$ cat src/rtl/cabac_mv_pair_sched.sv
// Motion-vector context-pair sequencer: captures both lists of one PU,
// then streams the non-empty pairs to the BAE queue one per cycle.
module cabac_mv_pair_sched #(
   parameter int PAIR_W   = 11,
   parameter int PAIR_NUM = 15,
   parameter int MODE_LSB = 8
) (
   input  logic                       clk,
   input  logic                       rst_n,
   input  logic                       start_i,
   input  logic [1:0]                 inter_dir_i,
   input  logic [PAIR_NUM*PAIR_W-1:0] pair_mv_0_i,
   input  logic [PAIR_NUM*PAIR_W-1:0] pair_mv_1_i,
   output logic                       busy_o,
   output logic                       pair_valid_o,
   output logic [PAIR_W-1:0]          pair_o,
   output logic                       pair_last_o,
   input  logic                       pair_ready_i,
   output logic                       done_o,
   output logic [4:0]                 pair_cnt_o
);

   localparam int TOT = 2 * PAIR_NUM;
   localparam int IW  = 5;

   typedef enum logic [1:0] {IDLE, SEND, FIN} state_t;

   state_t            state, state_nx;
   logic [PAIR_W-1:0] pairs [TOT];
   logic [TOT-1:0]    mask, mask_new, above;
   logic [IW-1:0]     idx, idx_first, idx_next;
   logic [4:0]        cnt;
   logic              has_next, accept, send, hs;

   assign accept = start_i && (state == IDLE);
   assign send   = (state == SEND);
   assign hs     = send && pair_ready_i;

   // A pair counts only if its mode field is set and its list is enabled.
   always_comb begin
      mask_new = '0;
      for (int k = 0; k < PAIR_NUM; k++) begin
         mask_new[k] = inter_dir_i[0] &&
            (pair_mv_0_i[k*PAIR_W+MODE_LSB +: 3] != 3'd0);
         mask_new[PAIR_NUM+k] = inter_dir_i[1] &&
            (pair_mv_1_i[k*PAIR_W+MODE_LSB +: 3] != 3'd0);
      end
   end

   always_comb begin
      idx_first = '0;
      for (int i = TOT - 1; i >= 0; i--)
         if (mask_new[i]) idx_first = IW'(i);
   end

   always_comb begin
      above    = '0;
      idx_next = '0;
      for (int i = 0; i < TOT; i++)
         above[i] = mask[i] && (i > int'(idx));
      for (int i = TOT - 1; i >= 0; i--)
         if (above[i]) idx_next = IW'(i);
      has_next = |above;
   end

   always_ff @(posedge clk or negedge rst_n) begin
      if (!rst_n) begin
         for (int i = 0; i < TOT; i++) pairs[i] <= '0;
         mask <= '0;
         idx  <= '0;
         cnt  <= '0;
      end else if (accept) begin
         for (int k = 0; k < PAIR_NUM; k++) begin
            pairs[k]          <= pair_mv_0_i[k*PAIR_W +: PAIR_W];
            pairs[PAIR_NUM+k] <= pair_mv_1_i[k*PAIR_W +: PAIR_W];
         end
         mask <= mask_new;
         idx  <= idx_first;
         cnt  <= '0;
      end else if (hs) begin
         cnt <= cnt + 5'd1;
         if (has_next) idx <= idx_next;
      end
   end

   always_ff @(posedge clk or negedge rst_n) begin
      if (!rst_n) state <= IDLE;
      else        state <= state_nx;
   end

   always_comb begin
      state_nx = state;
      unique case (state)
         IDLE: if (accept) state_nx = (|mask_new) ? SEND : FIN;
         SEND: if (hs && !has_next) state_nx = FIN;
         FIN:  state_nx = IDLE;
         default: state_nx = IDLE;
      endcase
   end

   always_comb begin
      busy_o       = (state != IDLE);
      pair_valid_o = send;
      pair_o       = send ? pairs[idx] : '0;
      pair_last_o  = send && !has_next;
      done_o       = (state == FIN);
      pair_cnt_o   = cnt;
   end

endmodule
$ cat config.mk
export PLATFORM = sky130hd
export DESIGN_NAME = cabac_mv_pair_sched
export DESIGN_NICKNAME = d
export VERILOG_FILES = /design/src/rtl/cabac_mv_pair_sched.sv
export SDC_FILE = /design/constraint.sdc
export NUM_CORES = 1
export LEC_CHECK = 0
export BUFFER_PORTS_ARGS = -buffer_cell sky130_fd_sc_hd__buf_2
export CAP_MARGIN = 10
export CORE_ASPECT_RATIO = 2
export CORE_MARGIN = 3
export CORE_UTILIZATION = 38
export DETAILED_ROUTE_END_ITERATION = 10
export GPL_TIMING_DRIVEN = 0
export REMOVE_ABC_BUFFERS = 1
export SLEW_MARGIN = 20
export SYNTH_ARGS = -nofsm -noshare
export SYNTH_HDL_FRONTEND = slang
export SYNTH_SLANG_ARGS = --single-unit
$ cat constraint.sdc
create_clock -name clk -period 2.4 [get_ports clk]
set_clock_uncertainty 0.15 [all_clocks]
set_input_delay 0.12 -clock clk [delete_from_list [all_inputs] [get_ports clk]]
set_output_delay 0.12 -clock clk [all_outputs]
set_load 0.005 [all_outputs]
Word level (Yosys, flattened, before mapping)
Index checks and enable logic that the tools add are counted.
- register bits: 372
- bits in read-only memories: 0
- bits of input ports: 336
- memory bits (writable): 0
- word-level logic and storage cells: 244
- memories kept: 0
- bits in latches: 0
- output and inout port bits: 20
- $mul: 0
- order comparisons: 30
- bitwise logic cells: 1
- shift operators: 0
- equal/unequal tests: 4
- reduce and logical (&&, ||, !) cells: 102
- add/subtract/negate cells: 1
- muxes and demuxes: 72
- divide/modulo/power cells: 0
- operators with widths (kind ; number):
    5-bit 2-to-1 mux ; 64
    3-bit nonzero test ; 30
    5-bit > comparator, first input constant ; 14
    1-bit logical AND ; 63
    11-bit binary-select mux with 5-bit select ; 1
    4-bit by 5-bit > comparator with 1-bit output, first input constant ; 8
    11-bit 2-to-1 mux ; 3
    30-bit OR reduction ; 1
    29-bit OR reduction ; 1
    3-bit by 5-bit > comparator with 1-bit output, first input constant ; 4
    2-bit by 5-bit > comparator with 1-bit output, first input constant ; 2
    6-bit greater-or-equal comparator, second input constant ; 1
    2-bit 2-to-1 mux ; 3
    5-bit NOT with 6-bit output ; 1
    2-bit nonzero test ; 3
    5-bit by 1-bit adder with 5-bit output, second input constant ; 1
    1-bit by 5-bit > comparator with 1-bit output, first input constant ; 1
    2-bit one-hot mux with 2 select lines ; 1
    2-bit AND reduction ; 2
    2-bit by 1-bit == test with 1-bit output, second input constant ; 1
    2-bit == test, second input constant ; 1
    2-bit zero test ; 1
    2-bit by 1-bit inequality test with 1-bit output, second input constant ; 1
    2-bit inequality test, second input constant ; 1
    1-bit zero test ; 1

Depth between registers and ports, before layout
Gate-level depths: netlist (run 1).
- depth after elaboration: 34
- depth in mapped cells: 10

Least setup slack after synthesis (run 1)
No wires, ideal clock.
- path kind: register -> register
- from: register mask[9]
- to: register idx[2]
- path slack: 142 ps
- clock period less this slack: 2258 ps
- path buffers: 0
- arrival time: 1983 ps
- cell stages (with the launch flop): 8
- cell sequence: dfrtp_1 > or2_0 > a222oi_1 > o21ai_1 > nor4_2 > and4_4 > o21ai_4 > mux2_4
- word-level cells in the longest chain between the ends: 13
- elaborated cells between the ends (all ways): 16
- classes of those cells: mux (12); reduce/logical (4)
- ends and longest elaborated chain (element ; line ; text):
    start: declaration ; 30 ; logic [TOT-1:0] mask, mask_new, above;
    start signal: assignment ; 77 ; mask <= mask_new;
    1-bit logical AND * ; 60 ; above[i] = mask[i] && (i > int'(idx));
    5-bit 2-to-1 mux (9 in a row) ; 62 ; if (above[i]) idx_next = IW'(i);
    5-bit 2-to-1 mux ; 82 ; if (has_next) idx <= idx_next;
    5-bit 2-to-1 mux ; 80 ; end else if (hs) begin
    5-bit 2-to-1 mux ; 72 ; end else if (accept) begin
    end signal: assignment ; 78 ; idx <= idx_first;
    end signal: assignment ; 82 ;
    end: declaration ; 31 ; logic [IW-1:0] idx, idx_first, idx_next;
Every way passes the cells marked *; elsewhere a longest branch is shown, timed or not. The select of a mux whose other input is x is not followed.
A chain may end at the register's enable or synchronous reset.

Final worst setup path (run 1)
- from: register idx[2]
- to: output pair_last_o
- word-level cells in the longest chain between the ends: 5
- elaborated cells between the ends (all ways): 61
- classes of those cells: order compare (29); reduce/logical (32)
- ends and longest elaborated chain (element ; line ; text):
    1-bit by 5-bit > comparator with 1-bit output (tied with other cells) ; 60 ;
    1-bit logical AND ; 60 ;
    29-bit OR reduction * ; 63 ; has_next = |above;
    1-bit zero test * ; 105 ; pair_last_o = send && !has_next;
    1-bit logical AND * ; 105 ;
    end: declaration ; 17 ; output logic pair_last_o,
Every way passes the cells marked *; elsewhere a longest branch is shown, timed or not.

==> results.json, run 1 <==
{
  "antenna_found_initial": 7,
  "startpoint_type": "register",
  "vias": 17804,
  "rsz0062_at_grt": "yes",
  "grt_max_degree": 137,
  "die_y_um": 314,
  "grt_pass1_wl_mm": 108,
  "start_util_pct": 38.6,
  "period_minus_slack_ps": 2960,
  "violations": "negative setup slack",
  "synth_cell_types": 69,
  "grt_usage_pct": 27.7,
  "viasPerCell": 5.25,
  "clk_latency_ps": 540,
  "tns_ps": -32700,
  "power_density_nw_per_um2": 1260,
  "yosys.area_share.simple_pct": 25.9,
  "drv_cap": 0,
  "reg2reg_setup_slack_ps": -530,
  "syn_to_final_growth_pct": 47.8,
  "grt_pass1_vias": 18982,
  "synthCells": 2028,
  "worstSetupPathType": "reg -> out",
  "port_buffers": 355,
  "critPathMaxFanout": 5,
  "clock_path_buffers": 3,
  "clockRootBuffer": "clkbuf_16",
  "hp-class": "in -> async",
  "clock-sinks": 371,
  "cts_made_buffers": 39,
  "ir_worst_vdd_v": 0.000735,
  "synth-seq-area-share_pct": 51.4,
  "synthXorXnorAreaFrac_pct": 0.145,
  "dieArea_sq_um": 50300,
  "cp-endpoint": "pair_last_o",
  "cp_data_required_time_ps": 2130,
  "syn_area_per_cell_sq_um": 8.91,
  "muxShareOfSynthArea_pct": 11.0,
  "final_hold_viol_count": 0,
  "wl_per_cell_um": 20.9,
  "place_hpwl_mm": 42.7,
  "yosys-top-cells-area": "dfrtp_1 (51%), nand2_1 (22%), mux4_2 (8.2%), mux2i_1 (2.3%), o21ai_0 (1.8%)",
  "synth-main-ff-cell": "dfrtp_1",
  "r2r-start": "state[1]",
  "core_sq_um": 46800,
  "startpoint": "idx[2]",
  "synth.cell_area_sq_um": 18100,
  "nNetsFinal": 3067,
  "synth_top_family_by_area": "simple AND/OR/NAND/NOR gates",
  "ys_top_cells_by_count": "nand2_1 (1069), dfrtp_1 (371), clkbuf_1 (86)",
  "dr.pass1.iters": 7,
  "fmax_mhz": 338,
  "rows": 112,
  "post-route-util_pct": 57.0,
  "yosysMostFrequentCell": "nand2_1",
  "remaining_drc_errors": 0,
  "htree_levels": 2,
  "r2r_end": "idx[3]",
  "grt_overflow_total": 0,
  "worstMarginPinSlew_ps": 956,
  "r2r_cells": 8,
  "fin_ws_ps": -558,
  "end_kind": "output port",
  "fill_cells": 4022,
  "ioPinCount": 356,
  "cts.clk_slew.worst_paths_ps": 70,
  "synth_top_cell_area_share_pct": 51.4,
  "synth-seq-cells": 371,
  "arrival_ps": 2690,
  "synth_fa_ha_area_share_pct": 0.0693,
  "ys_warn_count": 0,
  "synth_area_leader_cell": "dfrtp_1",
  "status": "complete, but fails checks",
  "layout_worst_path_cycle_share_pct": 123,
  "slew_viol_final": 0,
  "layout-drive-gt1-share_pct": 24.4,
  "synth-edff-count": 0,
  "p_leak_nw": 13.3,
  "total_power_mw": 33.7,
  "slew_headroom_pct": 35.7,
  "dp_slack_ps": -1050,
  "setup_viol": 187,
  "synth_compound_area_share_pct": 8.04,
  "drtIter0Drc": 1551,
  "synthArstFlopShare_pct": 100,
  "cts_tree": "done",
  "drt_wl_total_mm": 70.9,
  "ant_nets": 0,
  "gp_congestion": 0.884,
  "die-width_um": 160
}
==> cell families (layout without fill, tap and decap cells) <==
group,count (synthesis),after routing
AOI/OAI and AO/OA,220,220
xor gates and xnor gates,3,3
adders and majority gates,1,1
buffers and inverters,138,868
DFF,371,371
muxes,111,111
other,0,7
and+or+nand+nor,1184,1186
==> cell type report <==
class                   count  area [sq um]  share of cell area [%]
diodes                      7          17.5                  0.0656
repair buffers            784          6670                    25.0
inverters                  13          62.6                   0.234
multi-input cells        1521          8580                    32.2
clock buffers              59          1160                    4.36
clock inverters            12           105                   0.394
well taps                 627           785                    2.94
flip-flops and latches    371          9300                    34.9
==> layer usage <==
metal,global-route usage (%),part of all wire [%]
met1,30.0,35
met2,50.5,53
met3,4.20,5.1
met4,16.7,6.7
met5,0,0.018
==> worst min-delay path by stage <==
stage	startpoint	end	slack, ps	depth (start not counted)
global route	inter_dir_i[0]	mask[7]	70	3
CTS	pair_mv_1_i[54]	mask[19]	7	3
detailed placement	rst_n	pairs[234]	80	1
global placement	pair_mv_1_i[38]	pairs[126]	160	3
finish	rst_n	pairs[169]	40	2
floorplan	rst_n	idx[0]	-330	0
==> layout by cell type, fill, tap and decap left out, drive strengths merged, types with 4 or more instances in the layout <==
cell type and instances:
o211ai 15, nand2 1071, o22ai 12, inv 12, nand3 22, and2 7
bufbuf 6, nor2b 11, nor4 4, a31oi 4, diode 7, dfrtp 371
or3 5, a211oi 13, clkinv 7, buf 437, clkbuf 60, a22oi 5
a21oi 29, clkinvlp 5, nor2 19, nand4 13, nand2b 11, dlygate4sd3 340
nor3 10, mux4 68, mux2i 41, and2b 4, o31ai 34, a21boi 4
o21ai 71
==> flip-flops by register name (all words and copies together), names as in the netlist <==
register / flops
pairs: 330
mask: 29
idx: 5
pair_cnt_o: 5
state: 2
==> critical path: stages, from the launching register on <==
cell	delay, ps
dfrtp_4	530
buf_16	140
and2b_1	180
a222oi_1	360
o21ai_2	130
nor4_2	270
and4_4	290
and2_1	130
buf_2	100
==> stage by stage <==
step,hold WS [ps],instance area (sq um),std cells
6_report,43.2,26700,3394
5_1_grt,69.7,26700,3393
4_1_cts,7.37,26300,3373
3_5_place_dp,75.0,20600,2904
3_3_place_gp,160,20000,2885
2_1_floorplan,-326,17500,1903
==> timing repair <==
action / CTS / global route
hold buffers: 338 / 2
pin swaps: 19 / 26
gates resized for setup: 68 / 70
hold endpoints to repair: 464 / 2
setup endpoints to repair: 29 / 187
gates cloned: 12 / 1
setup buffers: 48 / 11
==> power breakdown <==
group,internal [mW],switching (mW),total (mW)
Combinational,7.76,8.74,16.5
Clock,3.48,2.64,6.12
Sequential,9.23,1.82,11.1
Total,20.5,13.2,33.7
(Power assumes the default switching activity.)
==> run 2, diff against run 1 <==
--- a/config.mk
+++ b/config.mk
@@ -5,6 +5,7 @@
 export SDC_FILE = /design/constraint.sdc
 export NUM_CORES = 1
 export LEC_CHECK = 0
+export ABC_AREA = 1
 export BUFFER_PORTS_ARGS = -buffer_cell sky130_fd_sc_hd__buf_2
 export CAP_MARGIN = 10
 export CORE_ASPECT_RATIO = 2
==> run 2 against run 1 <==
- maximum frequency is 8.3% lower
- design area increased by 2.6%
- critical path type unchanged
- the run still ends with negative setup slack left
- critical path depth rose by 2
- utilization grew 2.2 points
- setup slack worse by 270 ps
- hold slack worse by 29 ps
- via count is 10% higher
==> results.json, run 2 <==
{
  "total_power_mw": 35.2,
  "synth.cell_area_sq_um": 17900,
  "die-width_um": 159,
  "wl_per_cell_um": 21.4,
  "top_register": "pairs",
  "slew_headroom_pct": 43.0,
  "dr.pass1.iters": 6,
  "vias": 19580,
  "reg.largest.list": "pairs: 330 flops, mask: 29 flops",
  "hp-class": "in -> reg",
  "htree_levels": 2,
  "period_minus_slack_ps": 3230,
  "layout-drive-gt1-share_pct": 22.4,
  "mostFrequentLayoutCells": "nand2_1 (975), dfrtp_1 (366), buf_2 (354), dlygate4sd3_1 (335), o21ai_0 (169)",
  "setup_viol": 19,
  "end_kind": "output port",
  "grt_overflow_total": 0,
  "nNetsFinal": 3394,
  "viasPerCell": 5.28,
  "fin_area_sq_um": 27400,
  "synth-seq-cells": 371,
  "slew_viol_final": 0,
  "yosys-top-cells-area": "dfrtp_1 (52%), nand2_1 (21%), o21ai_0 (5.6%), inv_1 (3.7%), nor2_1 (2.9%)",
  "worstMarginPinSlew_ps": 848,
  "synthCells": 2315,
  "start_util_pct": 38.7,
  "synth-seq-area-share_pct": 51.9,
  "cts_tree": "done",
  "rsz0062_at_grt": "yes",
  "grt_usage_pct": 30.5,
  "clockRootBuffer": "clkbuf_16",
  "ioPinCount": 356,
  "dieArea_sq_um": 49900,
  "drt_wl_total_mm": 79.5,
  "antenna_found_initial": 6,
  "critPathMaxFanout": 6,
  "syn_area_per_cell_sq_um": 7.73,
  "dpl_cell_area_sq_um": 20600,
  "drv_cap": 0,
  "drtIter0Drc": 1646,
  "cts.clk_slew.worst_paths_ps": 70,
  "violations": "negative setup slack",
  "ir_worst_vdd_v": 0.000727,
  "ys_warn_count": 0,
  "dp.cells": 3182,
  "hold_ws_ps": 13.8,
  "clk_latency_ps": 530,
  "r2r_cells": 27,
  "gp_congestion": 0.907,
  "final_cells": 3711,
  "worstHoldStart": "pair_mv_1_i[153]",
  "remaining_drc_errors": 0,
  "cp_data_required_time_ps": 2130,
  "startpoint": "idx[1]",
  "ys_top_cells_by_count": "nand2_1 (984), dfrtp_1 (371), o21ai_0 (201)",
  "final_common_cell": "nand2_1",
  "holdPathStages": 5,
  "synth-main-ff-cell": "dfrtp_1",
  "p_leak_nw": 13.8,
  "synthArstFlopShare_pct": 100,
  "dp_slack_ps": -2190,
  "yosysMostFrequentCell": "nand2_1",
  "worstSetupPathType": "reg -> out",
  "grt_pass1_wl_mm": 117,
  "largest_reg_flops": 330,
  "ant_nets": 0,
  "clock_path_buffers": 3,
  "synth_area_leader_cell": "dfrtp_1",
  "final_hold_viol_count": 0,
  "synth_cell_types": 48,
  "r2r_end": "idx[0]",
  "core_sq_um": 46200,
  "register_area_sq_um": 9300,
  "hold_end": "mask[28]",
  "rows": 111,
  "port_buffers": 355,
  "post-route-util_pct": 59.2,
  "r2r-start": "idx[1]",
  "fmax_mhz": 310,
  "layout_worst_path_cycle_share_pct": 134,
  "die_y_um": 313,
  "startpoint_type": "register",
  "tns_ps": -11080,
  "syn_to_final_growth_pct": 53.0,
  "fin_ws_ps": -826,
  "place_hpwl_mm": 45.5,
  "fill_cells": 3934,
  "synth_top_cell_area_share_pct": 51.9,
  "power_density_nw_per_um2": 1280,
  "arrival_ps": 2960,
  "reg2reg_setup_slack_ps": -660,
  "status": "complete, but fails checks",
  "clock-sinks": 371,
  "grt_pass1_vias": 20270,
  "synth-edff-count": 0,
  "cts_made_buffers": 37,
  "multiInputGateArea_sq_um": 8080,
  "grt_max_degree": 122
}
run 2: cell count changes after synthesis, moves of 25 or more:
cell	change
a31oi_1	+31
a22oi_1	+63
o21ai_0	+136
inv_1	+163
nand2_1	-85
mux4_2	-66
clkbuf_1	+25
nor2_1	+123
run 2: metal layers:
| layer | global-route usage (%) | vias to the layer above | wire length, um | share of wire (%) |
|---|---|---|---|---|
| met4 | 23.3 | 0 | 7080 | 8.9 |
| li1 | - | 8950 | - | - |
| met1 | 33.5 | 9331 | 28000 | 35 |
| met2 | 53.2 | 986 | 39800 | 50 |
| met3 | 4.07 | 313 | 4640 | 5.8 |
| met5 | 0 | - | 0 | 0 |
run 2: cell families (layout without fill, tap and decap cells):
kind of cell,after synthesis,in the layout,share of synthesized area (%)
AND/OR/NAND/NOR,1169,1169,24.9
AO/OA/AOI/OAI,431,431,14.9
flip-flops,371,371,51.9
buffers and inverters,316,1083,6.79
multiplexers,26,26,1.45
adder cells (fa/ha/maj),1,1,0.0699
XOR/XNOR,1,1,0.0489
other,0,8,0
run 2: layout make-up:
class	count	share of cell area, %
Multi-Input combinational cell	1628	29.5
Clock buffer	48	3.83
Clock inverter	16	0.722
Timing Repair inverter	6	0.228
Sequential cell	371	34.0
Timing Repair Buffer	833	26.0
Tap cell	621	2.84
Antenna cell	8	0.0731
Inverter	180	2.81
run 2: what timing repair did:
action,in CTS,in global routing
hold endpoints to repair,471,0
setup endpoints to repair,366,124
hold buffers,336,0
pin swaps,29,32
setup buffers,81,22
gates resized for setup,148,84
gates cloned,14,7
run 2: worst max path at each step:
stage                                to  slack [ps]  cells past startpoint
after CTS                     pair_o[4]        -860                      9
final                         pair_o[9]        -830                     10
after global placement    pair_cnt_o[2]      -31960                      7
after floorplan           pair_cnt_o[2]      -19070                      7
after detailed placement      pair_o[5]       -2190                      9
after global routing             idx[0]        -940                     29
run 2: power by group:
part | switching (mW) | internal (mW)
clock network | 2.62 | 3.54
logic | 10.7 | 7.29
registers | 1.77 | 9.24
run 2: worst max-delay path, stage by stage (launching register included):
cell and delay [ps]:
dfrtp_4 570, clkinvlp_4 100, buf_6 130, nor2_4 60
clkbuf_16 170, buf_16 150, a22oi_1 290, o21ai_1 180
a221oi_4 450, a221oi_2 130, buf_2 160
==> run 3, diff against run 2 <==
--- a/config.mk
+++ b/config.mk
@@ -10,7 +10,7 @@
 export CAP_MARGIN = 10
 export CORE_ASPECT_RATIO = 2
 export CORE_MARGIN = 3
-export CORE_UTILIZATION = 38
+export CORE_UTILIZATION = 34
 export DETAILED_ROUTE_END_ITERATION = 10
 export GPL_TIMING_DRIVEN = 0
 export REMOVE_ABC_BUFFERS = 1
==> run 3 against run 2 <==
- clock power is 4.9% higher
- the run still ends with negative setup slack left
- critical path type unchanged
- critical path depth increased by 2
- first-iteration DRC count is 7.7% lower
- register-to-register slack got worse by 110 ps
- combinational power about the same
==> results.json, run 3 (same netlist as run 2, synthesis figures left out) <==
{
  "r2r_end": "idx[0]",
  "antenna_found_initial": 3,
  "cts_tree": "done",
  "setup_viol": 19,
  "critPathMaxFanout": 6,
  "layout-drive-gt1-share_pct": 21.9,
  "violations": "negative setup slack",
  "end_kind": "output port",
  "top_register": "pairs",
  "htree_levels": 2,
  "p_comb_share_pct": 50.4,
  "viasPerCell": 5.23,
  "r2r-start": "idx[1]",
  "place_hpwl_mm": 47.1,
  "worstSetupPathType": "reg -> out",
  "mostFrequentLayoutCells": "nand2_1 (977), dfrtp_1 (366), buf_2 (354), dlygate4sd3_1 (345), o21ai_0 (174)",
  "intPower_mw": 20.2,
  "arrival_ps": 2970,
  "cts.clk_slew.worst_paths_ps": 60,
  "gp_congestion": 0.877,
  "drv_cap": 0,
  "dieArea_sq_um": 55600,
  "grt_overflow_total": 0,
  "r2r_cells": 28,
  "startpoint_type": "register",
  "rows": 118,
  "p_leak_nw": 13.8,
  "clockRootBuffer": "clkbuf_16",
  "ioPinCount": 356,
  "cp_data_required_time_ps": 2130,
  "status": "complete, but fails checks",
  "die-width_um": 168,
  "clock_path_buffers": 3,
  "dpl_cell_area_sq_um": 20600,
  "grt_pass1_vias": 20680,
  "final_common_cell": "nand2_1",
  "wl_per_cell_um": 21.7,
  "fin_area_sq_um": 27400,
  "period_minus_slack_ps": 3240,
  "drt_wl_total_mm": 81.2,
  "reg.largest.list": "pairs: 330 flops, mask: 29 flops",
  "fmax_mhz": 308,
  "grt_pass1_wl_mm": 119,
  "remaining_drc_errors": 0,
  "hp-class": "in -> async",
  "cts_made_buffers": 38,
  "swShare_pct": 42.8,
  "grt_usage_pct": 28.0,
  "clock-sinks": 371,
  "worstMarginPinSlew_ps": 879,
  "rsz0062_at_grt": "yes",
  "clk_latency_ps": 540,
  "start_util_pct": 34.4,
  "largest_reg_flops": 330,
  "slew_headroom_pct": 40.9,
  "p_switching_mw": 15.1,
  "final_hold_viol_count": 0,
  "core_sq_um": 52000,
  "drtIter0Drc": 1520,
  "clockPowerShare_pct": 18.3,
  "dp_slack_ps": -2170,
  "dr.pass1.iters": 7,
  "slew_viol_final": 0,
  "p_seq_share_pct": 31.3,
  "layout_worst_path_cycle_share_pct": 135,
  "die_y_um": 331,
  "ant_nets": 0,
  "reg2reg_setup_slack_ps": -770,
  "grt_max_degree": 176,
  "total_power_mw": 35.3,
  "port_buffers": 355,
  "syn_to_final_growth_pct": 53.1,
  "power_density_nw_per_um2": 1290,
  "fin_ws_ps": -842,
  "tns_ps": -13080,
  "vias": 19544,
  "nNetsFinal": 3382,
  "ir_worst_vdd_v": 0.000936
}
[run 3: worst max-delay path by stage]
stage	slack (ps)	end	from
4_1_cts	-970	pair_o[5]	idx[1]
3_5_place_dp	-2170	pair_o[9]	idx[1]
5_1_grt	-930	idx[0]	idx[1]
6_report	-840	pair_o[9]	idx[1]
3_3_place_gp	-32180	pair_cnt_o[2]	state[1]
2_1_floorplan	-19070	pair_cnt_o[2]	state[1]
[run 3: metrics by stage]
step	std cells	hold WS [ps]	utilization [%]
after floorplan	2179	-326	-
after global placement	3194	171	38.4
after detailed placement	3221	62.7	39.7
after CTS	3715	0.143	51.7
after global routing	3734	101	52.7
final	3735	30.8	52.7
[run 3: area by class of cell]
type	instances	area, sq um
antenna	3	7.51
clock buffer	54	1170
clock inverter	13	176
fill	4657	24600
inverter	180	749
multi-input combinational	1628	8090
sequential	371	9300
tap	660	826
timing repair buffer	820	7030
timing repair inverter	6	61.3
[run 3: worst max-delay path: stages (launching register included)]
cell and delay [ps]:
dfrtp_4 570, buf_12 160, nor2_4 120, buf_12 160, inv_8 40, nor2_4 110, clkinvlp_4 180, buf_6 170
buf_12 140, o221ai_2 200, a21oi_2 50, a221oi_2 320, buf_2 170
[run 3: what timing repair did]
action	CTS	global route
setup endpoints to repair	261	124
endpoints found under the hold margin	454	0
cloned	13	6
gates resized for setup	139	80
pin swaps	34	47
setup buffers	72	15
hold buffers	345	0
[run 3: power groups by stage]
stage | registers (mW) | clock network, mW | logic, mW
final | 11.1 | 6.46 | 17.8
after global routing | 11.4 | 6.78 | 19.3
after CTS | 10.9 | 6.57 | 16.7
after detailed placement | 11.2 | 0 | 12.5
after global placement | 9.67 | 0 | 8.18
after floorplan | 10.5 | 0 | 6.86
[run 3: routing by layer]
metal / vias to the layer above / part of all wire (%) / global-route usage, %
met2: 975 / 50 / 49.0
met4: 0 / 8.4 / 20.8
li1: 8927 / - / -
met5: - / 0 / 0
met3: 307 / 6.0 / 4.11
met1: 9335 / 35 / 30.6
